**config.mk**
```make
export PLATFORM = sky130hd
export DESIGN_NAME = fetch_pc_gen_flat
export DESIGN_NICKNAME = d
export VERILOG_FILES = /design/src/rtl/fetch_pc_gen_if.sv /design/src/rtl/fetch_pc_gen.sv /design/src/flat_wrapper.sv
export SDC_FILE = /design/constraint.sdc
export NUM_CORES = 1
export LEC_CHECK = 0
export ABC_AREA = 0
export BUFFER_PORTS_ARGS = -buffer_cell sky130_fd_sc_hd__buf_4
export CAP_MARGIN = 40
export CORE_ASPECT_RATIO = 0.8
export CORE_MARGIN = 5
export CORE_UTILIZATION = 50
export CTS_CLUSTER_DIAMETER = 40
export DETAILED_ROUTE_END_ITERATION = 6
export PLACE_DENSITY = 0.79
export SYNTH_ARGS = -nofsm -noshare
export SYNTH_HDL_FRONTEND = slang
export SYNTH_SLANG_ARGS = --single-unit
```
**constraint.sdc**
```tcl
create_clock -name i_clk -period 2.2 [get_ports i_clk]
set_input_delay 0.44 -clock i_clk [delete_from_list [all_inputs] [get_ports i_clk]]
set_output_delay 0.44 -clock i_clk [all_outputs]
set_load 0.1 [all_outputs]
```
**src/rtl/fetch_pc_gen_if.sv**
```systemverilog
// Fetch request channel between the PC generator and the fetch unit, plus the
// redirect and freeze controls that steer the PC.
interface fetch_pc_gen_if #(
  parameter int XLEN        = 64,
  parameter int FETCH_BYTES = 16,
  parameter int NUM_REDIR   = 3
);
  localparam int OFF_W = $clog2(FETCH_BYTES);

  logic [NUM_REDIR-1:0]      i_redir_valid;
  logic [NUM_REDIR*XLEN-1:0] i_redir_pc;
  logic                      i_freeze;
  logic                      i_fetch_ready;
  logic                      o_fetch_valid;
  logic [XLEN-1:0]           o_fetch_pc;
  logic [OFF_W-1:0]          o_fetch_offset;
  logic [OFF_W:0]            o_fetch_bytes;
  logic [15:0]               o_redir_cnt;

  // Handshake: a request transfers on an edge where o_fetch_valid and
  // i_fetch_ready are both 1. While valid is high and ready is low, the PC is
  // held stable. Redirects and freeze bypass the handshake entirely.
  modport master (
    input  i_redir_valid, i_redir_pc, i_freeze, i_fetch_ready,
    output o_fetch_valid, o_fetch_pc, o_fetch_offset, o_fetch_bytes, o_redir_cnt
  );

  modport slave (
    output i_redir_valid, i_redir_pc, i_freeze, i_fetch_ready,
    input  o_fetch_valid, o_fetch_pc, o_fetch_offset, o_fetch_bytes, o_redir_cnt
  );
endinterface

```
**src/rtl/fetch_pc_gen.sv**
```systemverilog
// Next-fetch-PC generator: prioritised redirects, a one-entry pending redirect
// captured during freeze, and block-aligned sequential advance.
module fetch_pc_gen #(
  parameter int              XLEN        = 64,
  parameter int              FETCH_BYTES = 16,
  parameter int              NUM_REDIR   = 3,
  parameter logic [XLEN-1:0] BOOT_PC     = XLEN'(64'h8000_0000)
) (
  input logic             i_clk,
  input logic             i_rstn,
  fetch_pc_gen_if.master  bus
);
  localparam int OFF_W = $clog2(FETCH_BYTES);

  logic            fetch_valid_q, fetch_valid_d;
  logic [XLEN-1:0] fetch_pc_q, fetch_pc_d;
  logic            pend_valid_q, pend_valid_d;
  logic [XLEN-1:0] pend_pc_q, pend_pc_d;
  logic [15:0]     redir_cnt_q, redir_cnt_d;

  logic            sel_valid;
  logic [XLEN-1:0] sel_pc;
  logic [XLEN-1:0] seq_pc;

  // Scan from the highest index down so the lowest asserted source wins.
  always_comb begin
    sel_valid = |bus.i_redir_valid;
    sel_pc    = '0;
    for (int k = NUM_REDIR - 1; k >= 0; k--) begin
      if (bus.i_redir_valid[k]) sel_pc = bus.i_redir_pc[k*XLEN +: XLEN];
    end
    sel_pc[0] = 1'b0;
  end

  assign seq_pc = {fetch_pc_q[XLEN-1:OFF_W], {OFF_W{1'b0}}} + XLEN'(FETCH_BYTES);

  always_comb begin
    fetch_valid_d = fetch_valid_q;
    fetch_pc_d    = fetch_pc_q;
    pend_valid_d  = pend_valid_q;
    pend_pc_d     = pend_pc_q;
    redir_cnt_d   = redir_cnt_q;

    if (sel_valid && (redir_cnt_q != 16'hFFFF)) redir_cnt_d = redir_cnt_q + 16'd1;

    if (bus.i_freeze) begin
      // A redirect seen while frozen is remembered and replayed on release.
      fetch_valid_d = 1'b0;
      if (sel_valid) begin
        pend_valid_d = 1'b1;
        pend_pc_d    = sel_pc;
      end
    end else if (sel_valid) begin
      fetch_pc_d    = sel_pc;
      fetch_valid_d = 1'b1;
      pend_valid_d  = 1'b0;
    end else if (pend_valid_q) begin
      fetch_pc_d    = pend_pc_q;
      fetch_valid_d = 1'b1;
      pend_valid_d  = 1'b0;
    end else if (fetch_valid_q && bus.i_fetch_ready) begin
      fetch_pc_d    = seq_pc;
      fetch_valid_d = 1'b1;
    end else begin
      fetch_valid_d = 1'b1;
    end
  end

  always_ff @(posedge i_clk) begin
    if (!i_rstn) begin
      fetch_valid_q <= 1'b0;
      fetch_pc_q    <= BOOT_PC;
      pend_valid_q  <= 1'b0;
      pend_pc_q     <= '0;
      redir_cnt_q   <= '0;
    end else begin
      fetch_valid_q <= fetch_valid_d;
      fetch_pc_q    <= fetch_pc_d;
      pend_valid_q  <= pend_valid_d;
      pend_pc_q     <= pend_pc_d;
      redir_cnt_q   <= redir_cnt_d;
    end
  end

  assign bus.o_fetch_valid  = fetch_valid_q;
  assign bus.o_fetch_pc     = fetch_pc_q;
  assign bus.o_fetch_offset = fetch_pc_q[OFF_W-1:0];
  assign bus.o_fetch_bytes  = (OFF_W+1)'(FETCH_BYTES) - {1'b0, fetch_pc_q[OFF_W-1:0]};
  assign bus.o_redir_cnt    = redir_cnt_q;
endmodule

```
**src/flat_wrapper.sv**
```systemverilog
// flat-port wrapper written by rule: the top's interface ports become plain ports
module fetch_pc_gen_flat 
#(
  parameter int              XLEN        = 64,
  parameter int              FETCH_BYTES = 16,
  parameter int              NUM_REDIR   = 3,
  parameter logic [XLEN-1:0] BOOT_PC     = XLEN'(64'h8000_0000)
)
  (i_clk, i_rstn, bus_i_redir_valid, bus_i_redir_pc, bus_i_freeze, bus_i_fetch_ready, bus_o_fetch_valid, bus_o_fetch_pc, bus_o_fetch_offset, bus_o_fetch_bytes, bus_o_redir_cnt);
  fetch_pc_gen_if #(.XLEN(XLEN), .FETCH_BYTES(FETCH_BYTES), .NUM_REDIR(NUM_REDIR)) bus_i ();
  input logic i_clk;
  input logic i_rstn;
  input wire logic [$bits(bus_i.i_redir_valid)-1:0] bus_i_redir_valid;
  input wire logic [$bits(bus_i.i_redir_pc)-1:0] bus_i_redir_pc;
  input wire logic [$bits(bus_i.i_freeze)-1:0] bus_i_freeze;
  input wire logic [$bits(bus_i.i_fetch_ready)-1:0] bus_i_fetch_ready;
  output wire logic [$bits(bus_i.o_fetch_valid)-1:0] bus_o_fetch_valid;
  output wire logic [$bits(bus_i.o_fetch_pc)-1:0] bus_o_fetch_pc;
  output wire logic [$bits(bus_i.o_fetch_offset)-1:0] bus_o_fetch_offset;
  output wire logic [$bits(bus_i.o_fetch_bytes)-1:0] bus_o_fetch_bytes;
  output wire logic [$bits(bus_i.o_redir_cnt)-1:0] bus_o_redir_cnt;
  assign bus_i.i_redir_valid = bus_i_redir_valid;
  assign bus_i.i_redir_pc = bus_i_redir_pc;
  assign bus_i.i_freeze = bus_i_freeze;
  assign bus_i.i_fetch_ready = bus_i_fetch_ready;
  assign bus_o_fetch_valid = bus_i.o_fetch_valid;
  assign bus_o_fetch_pc = bus_i.o_fetch_pc;
  assign bus_o_fetch_offset = bus_i.o_fetch_offset;
  assign bus_o_fetch_bytes = bus_i.o_fetch_bytes;
  assign bus_o_redir_cnt = bus_i.o_redir_cnt;
  fetch_pc_gen #(.XLEN(XLEN), .FETCH_BYTES(FETCH_BYTES), .NUM_REDIR(NUM_REDIR), .BOOT_PC(BOOT_PC)) u_core (.i_clk(i_clk), .i_rstn(i_rstn), .bus(bus_i));
endmodule
```
Word-level counts from Yosys, hierarchy flattened

Cells that the tools add are included.

Register bits after elaboration: 145
Output and inout port bits: 90

Mux-type cells: 7
Bitwise operators: 1
Reductions and logical operators: 7
Equal/unequal tests: 1
$add $sub $neg: 3

Operator list:

| cell                  | number |
|---|---|
| $mux 64               | 6 |
| $add 64x5->64 const B | 1 |
| $add 16x1->16 const B | 1 |
| $ne 16x16->1 const B  | 1 |
| $reduce_and 2->1      | 3 |
| $sub 5x4->5 const A   | 1 |
| $reduce_bool 3->1     | 1 |
| $reduce_or 3->1       | 1 |
| $logic_and 1x1->1     | 2 |
| $mux 1                | 1 |
| $not 1->1             | 1 |

Longest topological paths before layout

Gate-level depths: netlist (run 1).

Depth in word-level cells: 4
Gate-level depth with buffers: 9

Worst setup path after synthesis (run 1)

Ideal clock, no wire load.

Kind: reg2out
From: reg u_core.fetch_pc_q[1] (netlist: u_core.bus.o_fetch_pc[1])
To: out bus_o_fetch_bytes[3]
Buffers on the path: 0
Setup slack: -1136 ps
Stages on the path, launching flop included: 4
Arrival time: 2896 ps
Data required time: 1760 ps
Cell sequence: dfxtp_1 > inv_1 > ha_1 > xnor2_1

Word-level cells in the longest chain between the ends: 1

Ends and longest elaborated chain:

| what                   | line               | source |
|---|---|---|
| start, declared        | fetch_pc_gen.sv:16 | `logic [XLEN-1:0] fetch_pc_q, fetch_pc_d;` |
| start signal, assigned | fetch_pc_gen.sv:78 | `fetch_pc_q <= fetch_pc_d;` |
| $sub 5x4->5            | fetch_pc_gen.sv:88 | `assign bus.o_fetch_bytes = (OFF_W+1)'(FETCH_BYTES) - {1'b0, fetch_pc_q[OFF_W-1:0]};` |
| end, declared          | flat_wrapper.sv:20 | `output wire logic [$bits(bus_i.o_fetch_bytes)-1:0] bus_o_fetch_bytes;` |

Every way passes these cells.

Final worst setup path (run 1)

From: reg u_core.fetch_pc_q[4] (netlist: u_core.bus.o_fetch_pc[4])
To: reg u_core.fetch_pc_q[52] (netlist: u_core.bus.o_fetch_pc[52])

Word-level cells in the longest chain between the ends: 4

Ends and longest elaborated chain:

| what          | line               | source |
|---|---|---|
| $add 64x5->64 | fetch_pc_gen.sv:35 | `assign seq_pc = {fetch_pc_q[XLEN-1:OFF_W], {OFF_W{1'b0}}} + XLEN'(FETCH_BYTES);` |
| $mux 64       | fetch_pc_gen.sv:61 | `end else if (fetch_valid_q && bus.i_fetch_ready) begin` |
| $mux 64       | fetch_pc_gen.sv:57 | `end else if (pend_valid_q) begin` |
| $mux 64       | fetch_pc_gen.sv:53 | `end else if (sel_valid) begin` |

Every way passes these cells. The select of a mux whose other input is x is not followed.
A chain may end at the register's enable or synchronous reset.

==> impl_metrics.csv, run 1 <==
group,metric,value,unit
cells_and_area,seqCellArea,0.003042,mm²
routing,dr.first_iter.drc_count,1470,
die,top_level_ports,289,
routing,avgViaCountPerCell,6.244,
routing,routed_wl,36990,µm
synth,synthFlopType,"dfxtp_1",
setup_path,cp_cell_sequence,"ha_1 > nand4_4 > nor4_4 > buf_4 > and4_4 > a21oi_1 > a41o_1 > a211oi_2",
routing,drtAntennaViolNets,0,
setup_path,crit_type,"flop to flop",
place,place_area,0.01213,mm²
clock_network,cts-buffers-inserted,17,
setup_path,r2r_cells,8,
clock_network,clk_path_buf_depth,2,
synth,yosys_warnings,0,
synth,ys_types,77,
die,start_util,0.5131,
setup_path,crit_buf_inv,1,
synth,synthAdderAreaFrac,0.004196,
place,place.gp.congestion,0.9669,
die,dieArea,0.02068,mm²
setup_path,slowest_stage,"dfxtp_4",
timing,hold_viol_final,0,
grt,grt_pass1_wl,57160,µm
synth,synth-xor-area-share,0.01175,
clock_network,cts-root-buf,"clkbuf_16",
grt,grtUsageMet3,0.1107,
synth,synth_top_family_by_area,"compound AO/OA/AOI/OAI gates",
place,port_buffers,282,
grt,grt.met1_usage,0.4725,
cells_and_area,fin_area,0.01277,mm²
die,core,0.01743,mm²
synth,syn-mean-instance-area,7.214,µm²
timing,clock_skew,0.01250,ns
setup_path,r2r_end,"u_core.bus.o_fetch_pc[52]$_SDFFE_PN0P_",
clock_network,htreeDepth,4,
setup_path,cpPeakStageDelay,0.37,ns
cells_and_area,num_antenna_cells,0,
synth,synth_seq_cells,144,
clock_network,cts_tree,"yes",
die,rows,43,
grt,use_met2,0.5122,
setup_path,start_kind,"flop",
synth,muxShareOfSynthArea,0.006854,
synth,ys_async_sr_fraction,0,
setup_path,cp_data_arrival_time,2.45,ns
synth,ys_seq_area_frac,0.3223,
cells_and_area,final_cell_mix,"392 x buf_4, 179 x nand2_1, 132 x a21oi_1",
grt,grt_usage,0.3422,
routing,drt_first_pass_iters,7,
timing,fin_crit_sh,0.9574,
routing,vias,11202,
cells_and_area,fillers,1426,
timing,setup_viol,0,
setup_path,crit_path_max_fanout,6,
run,drv_cap,0,
cells_and_area,syn2layout_area_growth,42.78,%
grt,busiest_layer,"met2",
place,dp_cells,1761,
die,die_y,129.6,µm
timing,worst-slew-pin-transition,0.5907,ns
setup_path,r2r_start,"u_core.bus.o_fetch_pc[4]$_SDFFE_PN0P_",
synth,synthSimpleGateAreaFrac,0.2847,
power_and_ir_drop,p_per_area,661.4,mW/mm²
grt,grt_pass1_vias,10538,
worst_hold_path,min-delay-start,"bus_i_redir_pc[13]",
clock_network,clock-sinks,144,
cells_and_area,final_common_cell,"buf_4",
worst_hold_path,hold_path_class,"input pin to flop",
worst_hold_path,worstHoldEndpoint,"u_core.bus.o_fetch_pc[13]$_SDFFE_PN0P_",
clock_network,holdBufCountCts,0,
synth,syn_area,0.008945,mm²
die,chipWidth,159.5,µm
synth,synthCells,1240,
setup_path,r2r_setup_slack,0.09,ns
status,outcome,"finished, final reports clean",
power_and_ir_drop,peakVddDrop,0.0005943,V
grt,gr-total-overflow,0,
setup_path,crit_family,"simple AND/OR/NAND/NOR gates",
cells_and_area,multiInputGateArea,0.005635,mm²
timing,rsz0062_at_grt,"false",
timing,timing.setup.tns,0,ns
power_and_ir_drop,p_leak,5.154,nW
clock_network,cts.clk_slew.worst_paths,0.06,ns
routing,drc_errors,0,
setup_path,required,2.54,ns
cells_and_area,layout.nets,1758,
cells_and_area,final_layout_size_suffix_gt1_frac,0.3442,
timing,slew_viol_final,0,
timing,finalCriticalPeriod,2.106,ns
grt,grt_max_degree,101,
routing,wire_per_inst,20.62,µm
synth,synth_compound_area_frac,0.3101,
worst_hold_path,hold_depth,3,
timing,clock.fmax,474.8,MHz
place,dp_hpwl,27740,µm
setup_path,end_kind,"flop",
grt,antenna_found_initial,1,
timing,holdWs,0.3312,ns
clock_network,insertion_delay,0.44,ns
timing,relSlewSlack,0.6047,
cells_and_area,fin_cells,1794,
synth,synth-edff-count,0,
flip-flops by register name, indices dropped and copies added, names as in the netlist:
register                  flops
u_core.pend_valid_q           1
u_core.bus.o_fetch_valid      1
u_core.bus.o_redir_cnt       16
u_core.bus.o_fetch_pc        63
u_core.pend_pc_q             63
how the worst max path moves through the flow:
stage	from	end	slack, ns	depth (start not counted)
after floorplan	u_core.bus.o_fetch_pc[18]$_SDFFE_PN0P_	u_core.bus.o_fetch_pc[62]$_SDFFE_PN0P_	0.002	7
after global placement	bus_i_redir_valid[1]	u_core.bus.o_fetch_pc[33]$_SDFFE_PN0P_	-0.09	7
after detailed placement	bus_i_redir_valid[2]	u_core.bus.o_fetch_pc[45]$_SDFFE_PN0P_	-0.06	9
after CTS	u_core.bus.o_fetch_pc[10]$_SDFFE_PN0P_	u_core.bus.o_fetch_pc[55]$_SDFFE_PN0P_	0.06	6
after global routing	u_core.bus.o_fetch_pc[4]$_SDFFE_PN0P_	u_core.bus.o_fetch_pc[16]$_SDFFE_PN0P_	0.02	7
final	u_core.bus.o_fetch_pc[4]$_SDFFE_PN0P_	u_core.bus.o_fetch_pc[52]$_SDFFE_PN0P_	0.09	8
layout make-up:
type,count,area share
Clock inverter,11,0.007838
Sequential cell,144,0.2382
Tap cell,225,0.02204
Multi-Input combinational cell,973,0.4413
Inverter,17,0.005095
Timing Repair Buffer,403,0.2470
Clock buffer,21,0.03860
synthesized netlist by cell type (all sizes together) (3+ instances only):
| cell type | n | area (µm²) |
|---|---|---|
| a21oi | 133 | 665.6 |
| o221ai | 6 | 52.55 |
| nor2b | 3 | 18.77 |
| clkbuf | 63 | 237.7 |
| nor3 | 57 | 310.3 |
| dfxtp | 144 | 2883 |
| o211a | 3 | 30.03 |
| and2 | 9 | 56.30 |
| a22o | 3 | 26.28 |
| inv | 16 | 60.05 |
| a211oi | 15 | 117.6 |
| o22ai | 14 | 87.58 |
| o21ai | 111 | 555.5 |
| nor3b | 3 | 22.52 |
| o21a | 16 | 120.1 |
| nand4 | 31 | 215.2 |
| nor4 | 26 | 241.5 |
| nor2 | 108 | 407.9 |
| xor2 | 5 | 43.79 |
| buf | 45 | 232.7 |
| mux2i | 5 | 50.05 |
| a22oi | 37 | 277.8 |
| nand3 | 44 | 260.3 |
| a221o | 8 | 80.08 |
| nand2b | 10 | 62.56 |
| o32ai | 4 | 35.03 |
| o31ai | 7 | 52.55 |
| and3 | 16 | 100.1 |
| a31oi | 11 | 68.82 |
| a311oi | 5 | 43.79 |
| o41ai | 5 | 43.79 |
| o211ai | 10 | 75.07 |
| ha | 3 | 37.54 |
| a221oi | 29 | 254.0 |
| xnor2 | 7 | 61.31 |
| nand2 | 180 | 675.7 |
| or3 | 13 | 81.33 |
| and4 | 6 | 55.05 |
layer usage:
layer	part of all wire	routed length (µm)
met1	0.41	15180
met2	0.43	16050
met3	0.13	4815
met4	0.025	941
met5	0	0
worst min-delay path, delay by kind of cell:
| kind | cells | cell delay, ns |
|---|---|---|
| buf+inv | 1 | 0.08 |
| compound gates | 2 | 0.21 |
kinds of logic after synthesis:
family	count (synthesis)
DFF	144
other	1
buffers and inverters	125
adders and majority gates	3
and+or+nand+nor	511
muxes	6
xor gates and xnor gates	12
AOI/OAI and AO/OA	438
power by group:
group          internal, mW  total (mW)  switching [mW]
logic                 0.829        2.52            1.69
registers              2.79        2.99           0.202
clock network          1.72        2.93            1.21
through the flow:
stage | total power [mW] | util | worst slack [ns]
2_1_floorplan | 4.614 | - | 0.002036
3_3_place_gp | 5.482 | 0.6944 | -0.09055
3_5_place_dp | 5.525 | 0.6960 | -0.06470
4_1_cts | 8.417 | 0.7300 | 0.06375
5_1_grt | 8.731 | 0.7326 | 0.02388
6_report | 8.447 | 0.7326 | 0.09369
what timing repair did:
action,4_1_cts,5_1_grt
resized for setup,0,7
setup endpoints to repair,0,9
buffers inserted,0,1
Note: power is estimated with default switching activity, not from simulation.
==> run 2, diff against run 1 <==
--- a/config.mk
+++ b/config.mk
@@ -7,7 +7,7 @@
 export LEC_CHECK = 0
 export ABC_AREA = 0
 export BUFFER_PORTS_ARGS = -buffer_cell sky130_fd_sc_hd__buf_4
-export CAP_MARGIN = 40
+export CAP_MARGIN = 25
 export CORE_ASPECT_RATIO = 0.8
 export CORE_MARGIN = 5
 export CORE_UTILIZATION = 50
==> constraint.sdc (replaced) <==
create_clock -name i_clk -period 2.1 [get_ports i_clk]
set_input_delay 0.42 -clock i_clk [delete_from_list [all_inputs] [get_ports i_clk]]
set_output_delay 0.42 -clock i_clk [all_outputs]
set_load 0.1 [all_outputs]
==> run 2 against run 1 <==
Cell count is 1.3% higher. Register-to-register slack worse by 0.09 ns. Total power is 8.3% higher. Sequential cell count stayed put. Wire length is 0.84% higher. Largest power group is now the clock network. Combinational power is 8.3% higher. Sequential share of layout area is 0.24 points lower. Largest cell class unchanged. Hold slack worse by 0.011 ns. Highest routed layer is now met5. Global-route usage hardly changed. Worst setup slack worse by 0.086 ns. First-iteration DRC count is 9.0% lower. Core utilization is 2.0 points higher.
==> impl_metrics.csv, run 2 (synthesized netlist as in run 1, its figures left out) <==
group,metric,value,unit
clock_network,clk_path_buf_depth,2,
timing,holdWs,0.3199,ns
place,dp_cells,1782,
timing,rsz0062_at_grt,"true",
setup_path,crit_family,"simple AND/OR/NAND/NOR gates",
grt,grt.met1_usage,0.4700,
run,drv_cap,0,
setup_path,cp_data_arrival_time,2.40,ns
clock_network,insertion_delay,0.43,ns
die,core,0.01743,mm²
setup_path,required,2.41,ns
worst_hold_path,hold_path_class,"input pin to flop",
setup_path,crit_type,"flop to flop",
timing,slew_viol_final,0,
clock_network,cts-buffers-inserted,17,
place,post-place-ws,-0.04622,ns
cells_and_area,final_common_cell,"buf_4",
status,outcome,"finished, final reports clean",
clock_network,htreeDepth,4,
die,chipWidth,159.5,µm
cells_and_area,num_antenna_cells,0,
die,dieArea,0.02068,mm²
grt,grt_pass1_vias,10550,
setup_path,slowest_stage,"or3_1",
grt,gr-total-overflow,0,
power_and_ir_drop,p_leak,5.308,nW
place,place.gp.congestion,0.9618,
routing,drc_errors,0,
power_and_ir_drop,pwr-share-seq,0.343,
timing,clock.fmax,477.9,MHz
setup_path,crit_buf_inv,0,
power_and_ir_drop,p_int,5.918,mW
grt,antenna_found_initial,1,
power_and_ir_drop,p_total,9.151,mW
power_and_ir_drop,power.switching,3.233,mW
cells_and_area,final_cell_mix,"415 x buf_4, 179 x nand2_1, 132 x a21oi_1",
setup_path,start_kind,"flop",
place,port_buffers,282,
timing,finalCriticalPeriod,2.092,ns
routing,vias,11373,
timing,hold_viol_final,0,
setup_path,crit_path_max_fanout,6,
die,start_util,0.5131,
timing,setup_viol,0,
clock_network,holdBufCountCts,0,
timing,fin_ws,0.007605,ns
die,rows,43,
routing,dr.first_iter.drc_count,1338,
place,place_area,0.01240,mm²
cells_and_area,fin_cells,1818,
timing,relSlewSlack,0.5782,
routing,drt_first_pass_iters,6,
power_and_ir_drop,peakVddDrop,0.0004792,V
clock_network,cts.clk_slew.worst_paths,0.06,ns
setup_path,cp_cell_sequence,"nand4_1 > nor2_1 > nand4_1 > or3_1 > a22o_1 > a22o_1",
clock_network,cts_tree,"yes",
grt,grtUsageMet3,0.1246,
power_and_ir_drop,clkPwrFrac,0.359,
clock_network,cts-root-buf,"clkbuf_16",
routing,routed_wl,37300,µm
die,top_level_ports,289,
cells_and_area,fillers,1407,
setup_path,end_kind,"flop",
cells_and_area,utilization,0.7531,
grt,grt_pass1_wl,57090,µm
place,dp_hpwl,28260,µm
cells_and_area,fin_area,0.01313,mm²
die,die_y,129.6,µm
grt,grt_max_degree,101,
power_and_ir_drop,netSwitchingFraction,0.3533,
setup_path,r2r_setup_slack,0.008,ns
cells_and_area,layout.nets,1782,
routing,avgViaCountPerCell,6.256,
timing,fin_crit_sh,0.9964,
timing,worst-slew-pin-transition,0.6261,ns
timing,clock_skew,0.01208,ns
grt,grt_usage,0.3426,
grt,busiest_layer,"met2",
setup_path,cpPeakStageDelay,0.45,ns
clock_network,clock-sinks,144,
routing,wire_per_inst,20.52,µm
routing,drtAntennaViolNets,0,
grt,use_met2,0.5095,
power_and_ir_drop,p_per_area,697.1,mW/mm²
power_and_ir_drop,pwr-share-comb,0.299,
cells_and_area,final_layout_size_suffix_gt1_frac,0.3628,
timing,timing.setup.tns,0,ns
cells_and_area,syn2layout_area_growth,46.76,%
run 2: path summary, 6_finish.rpt:
path | startpoint | end | cells past startpoint
worst max-delay path | u_core.bus.o_fetch_pc[22]$_SDFFE_PN0P_ | u_core.bus.o_fetch_pc[55]$_SDFFE_PN0P_ | 6
worst min-delay path | bus_i_redir_pc[11] | u_core.bus.o_fetch_pc[11]$_SDFFE_PN0P_ | 3
worst max register to register | u_core.bus.o_fetch_pc[22]$_SDFFE_PN0P_ | u_core.bus.o_fetch_pc[55]$_SDFFE_PN0P_ | 6
worst min register to register | u_core.pend_pc_q[60]$_SDFFE_PN0P_ | u_core.pend_pc_q[60]$_SDFFE_PN0P_ | 2
run 2: metal layers:
metal | wire length [µm] | vias up
li1 | - | 5299
met2 | 16180 | 695
met4 | 781 | 2
met5 | 9 | -
met3 | 5079 | 73
met1 | 15250 | 5304
run 2: final cells by class:
cell class                      instances  area (µm²)  share of cell area
Sequential cell                       144        3095              0.2358
Inverter                               17       63.81            0.004861
Timing Repair Buffer                  427        3356              0.2556
Multi-Input combinational cell        973        5679              0.4326
Tap cell                              225       281.5             0.02144
Clock buffer                           27       598.1             0.04556
Clock inverter                          5       53.80            0.004098
run 2: worst register-to-register path: stages (launching register included):
cell	delay, ns
dfxtp_4	0.38
nand4_1	0.26
nor2_1	0.25
nand4_1	0.20
or3_1	0.45
a22o_1	0.23
a22o_1	0.22
run 2: what timing repair did:
item / CTS / global route
cloned: 0 / 0
setup endpoints to repair: 1 / 12
hold endpoints to repair: 0 / 0
pin swaps: 1 / 6
setup buffers: 2 / 2
resized for setup: 1 / 9
run 2: power groups by stage:
stage | Sequential (mW) | Clock (mW) | Combinational [mW]
final | 3.14 | 3.28 | 2.73
after global routing | 3.16 | 3.42 | 2.87
after CTS | 3.13 | 3.30 | 2.69
after detailed placement | 3.18 | 0 | 2.68
after global placement | 3.18 | 0 | 2.65
after floorplan | 3.90 | 0 | 0.939
==> run 3, diff against run 2 <==
--- a/config.mk
+++ b/config.mk
@@ -8,7 +8,7 @@
 export ABC_AREA = 0
 export BUFFER_PORTS_ARGS = -buffer_cell sky130_fd_sc_hd__buf_4
 export CAP_MARGIN = 25
-export CORE_ASPECT_RATIO = 0.8
+export CORE_ASPECT_RATIO = 1.1
 export CORE_MARGIN = 5
 export CORE_UTILIZATION = 50
 export CTS_CLUSTER_DIAMETER = 40
==> run 3 against run 2 <==
Combinational power barely moved. Worst setup slack improved by 0.046 ns. Core utilization fell by 1.5 points. Register-to-register slack improved by 0.05 ns. Sequential cell count did not move. Clock-buffer cell count fell by 5. Sequential share of layout area rose by 0.16 points. Largest power group is now registers. Largest cell class unchanged.
==> impl_metrics.csv, run 3 (synthesized netlist as in run 1, its figures left out) <==
group,metric,value,unit
power_and_ir_drop,p_per_area,682.4,mW/mm²
timing,clock.fmax,488.6,MHz
timing,worst-slew-pin-transition,0.9888,ns
die,chipWidth,137.5,µm
timing,slew_viol_final,0,
routing,wire_per_inst,20.61,µm
timing,clock_skew,0.01175,ns
power_and_ir_drop,pwr-share-comb,0.306,
clock_network,postCtsSetupBuffers,0,
cells_and_area,fin_cells,1815,
power_and_ir_drop,clkPwrFrac,0.342,
timing,relSlewSlack,0.3393,
timing,setup_viol,0,
setup_path,start_kind,"flop",
setup_path,crit_type,"flop to flop",
cells_and_area,final_common_cell,"buf_4",
setup_path,required,2.42,ns
run,drv_cap,0,
worst_hold_path,hold_path_class,"input pin to flop",
timing,hold_viol_final,0,
place,dp_cells,1783,
clock_network,clock-sinks,144,
power_and_ir_drop,power.switching,3.244,mW
routing,drt_first_pass_iters,6,
setup_path,crit_path_max_fanout,6,
grt,gr-total-overflow,0,
power_and_ir_drop,pwr-share-seq,0.352,
die,top_level_ports,289,
routing,drtAntennaViolNets,0,
power_and_ir_drop,p_int,5.654,mW
clock_network,cts-root-buf,"clkbuf_16",
setup_path,crit_family,"simple AND/OR/NAND/NOR gates",
place,place.gp.congestion,0.9499,
timing,fin_crit_sh,0.9745,
timing,finalCriticalPeriod,2.047,ns
grt,antenna_found_initial,1,
timing,timing.setup.tns,0,ns
routing,dr.first_iter.drc_count,1099,
routing,avgViaCountPerCell,6.230,
setup_path,cp_cell_sequence,"nand4_1 > nor2_1 > nand4_1 > or3_1 > a22o_1 > a22o_1",
die,dieArea,0.02067,mm²
cells_and_area,syn2layout_area_growth,45.77,%
die,start_util,0.5061,
clock_network,htreeDepth,4,
power_and_ir_drop,netSwitchingFraction,0.3645,
cells_and_area,num_antenna_cells,0,
cells_and_area,multiInputGateArea,0.005732,mm²
place,dp_hpwl,28140,µm
place,port_buffers,282,
power_and_ir_drop,p_total,8.898,mW
routing,vias,11308,
die,rows,51,
clock_network,clk_path_buf_depth,2,
cells_and_area,utilization,0.7377,
routing,drc_errors,0,
cells_and_area,layout.nets,1766,
grt,grt_max_degree,101,
grt,grt_pass1_wl,56370,µm
setup_path,crit_buf_inv,0,
clock_network,cts-resized-gates,1,
clock_network,cts_tree,"yes",
setup_path,cpPeakStageDelay,0.43,ns
cells_and_area,seqCellArea,0.003095,mm²
power_and_ir_drop,p_leak,5.249,nW
cells_and_area,final_layout_size_suffix_gt1_frac,0.3557,
setup_path,slowest_stage,"or3_1",
routing,routed_wl,37410,µm
clock_network,insertion_delay,0.44,ns
die,die_y,150.3,µm
setup_path,cp_data_arrival_time,2.37,ns
cells_and_area,fillers,1461,
clock_network,cts-buffers-inserted,17,
status,outcome,"finished, final reports clean",
timing,holdWs,0.2802,ns
clock_network,cts.clk_slew.worst_paths,0.06,ns
clock_network,holdBufCountCts,0,
setup_path,end_kind,"flop",
power_and_ir_drop,peakVddDrop,0.0006099,V
cells_and_area,final_cell_mix,"394 x buf_4, 178 x nand2_1, 132 x a21oi_1",
grt,grt_usage,0.3494,
die,core,0.01768,mm²
grt,grt_pass1_vias,10525,
==> run 3: cell types whose count changed in the layout (fill, tap and decap cells not counted), sizes merged <==
cell,previous run,this run
clkbuf,27,22
inv,19,18
buf,427,411
bufinv,1,2
clkinv,2,7
==> run 3: area by class of cell <==
class | instances | share of cell area
clock buffers | 22 | 0.03570
clock inverters | 10 | 0.008636
inverters | 17 | 0.004894
multi-input cells | 973 | 0.4396
flip-flops and latches | 144 | 0.2374
well taps | 238 | 0.02284
repair buffers | 411 | 0.2509
==> run 3: final timing paths <==
path                                               start                                endpoint  slack [ns]  cells after the start
setup reg to reg  u_core.bus.o_fetch_pc[27]$_SDFFE_PN0P_  u_core.bus.o_fetch_pc[55]$_SDFFE_PN0P_        0.05                      6
hold reg to reg         u_core.pend_pc_q[9]$_SDFFE_PN0P_        u_core.pend_pc_q[9]$_SDFFE_PN0P_        0.45                      2
hold / removal                                    i_rstn  u_core.bus.o_fetch_pc[31]$_SDFFE_PN1P_        0.28                      2
setup / recovery  u_core.bus.o_fetch_pc[27]$_SDFFE_PN0P_  u_core.bus.o_fetch_pc[55]$_SDFFE_PN0P_        0.05                      6
==> run 3: per-stage QoR <==
stage / setup WS, ns / instance area (µm²)
after floorplan: 0.01043 / 9250
after CTS: 0.03771 / 12940
after global placement: -0.1954 / 12360
after global routing: -0.05285 / 13040
after detailed placement: -0.2050 / 12360
final: 0.05345 / 13040
==> run 3: routing by layer <==
layer | track usage | part of all wire
met3 | 0.08824 | 0.11
met5 | 0 | 0
met1 | 0.4491 | 0.38
met2 | 0.5637 | 0.47
met4 | 0.1317 | 0.035
==> run 3: power groups by stage <==
stage | Clock, mW | Sequential [mW] | Combinational [mW]
final | 3.04 | 3.14 | 2.72
after global routing | 3.18 | 3.16 | 2.86
after CTS | 3.05 | 3.13 | 2.68
after detailed placement | 0 | 3.18 | 2.67
after global placement | 0 | 3.18 | 2.64
after floorplan | 0 | 3.90 | 0.939
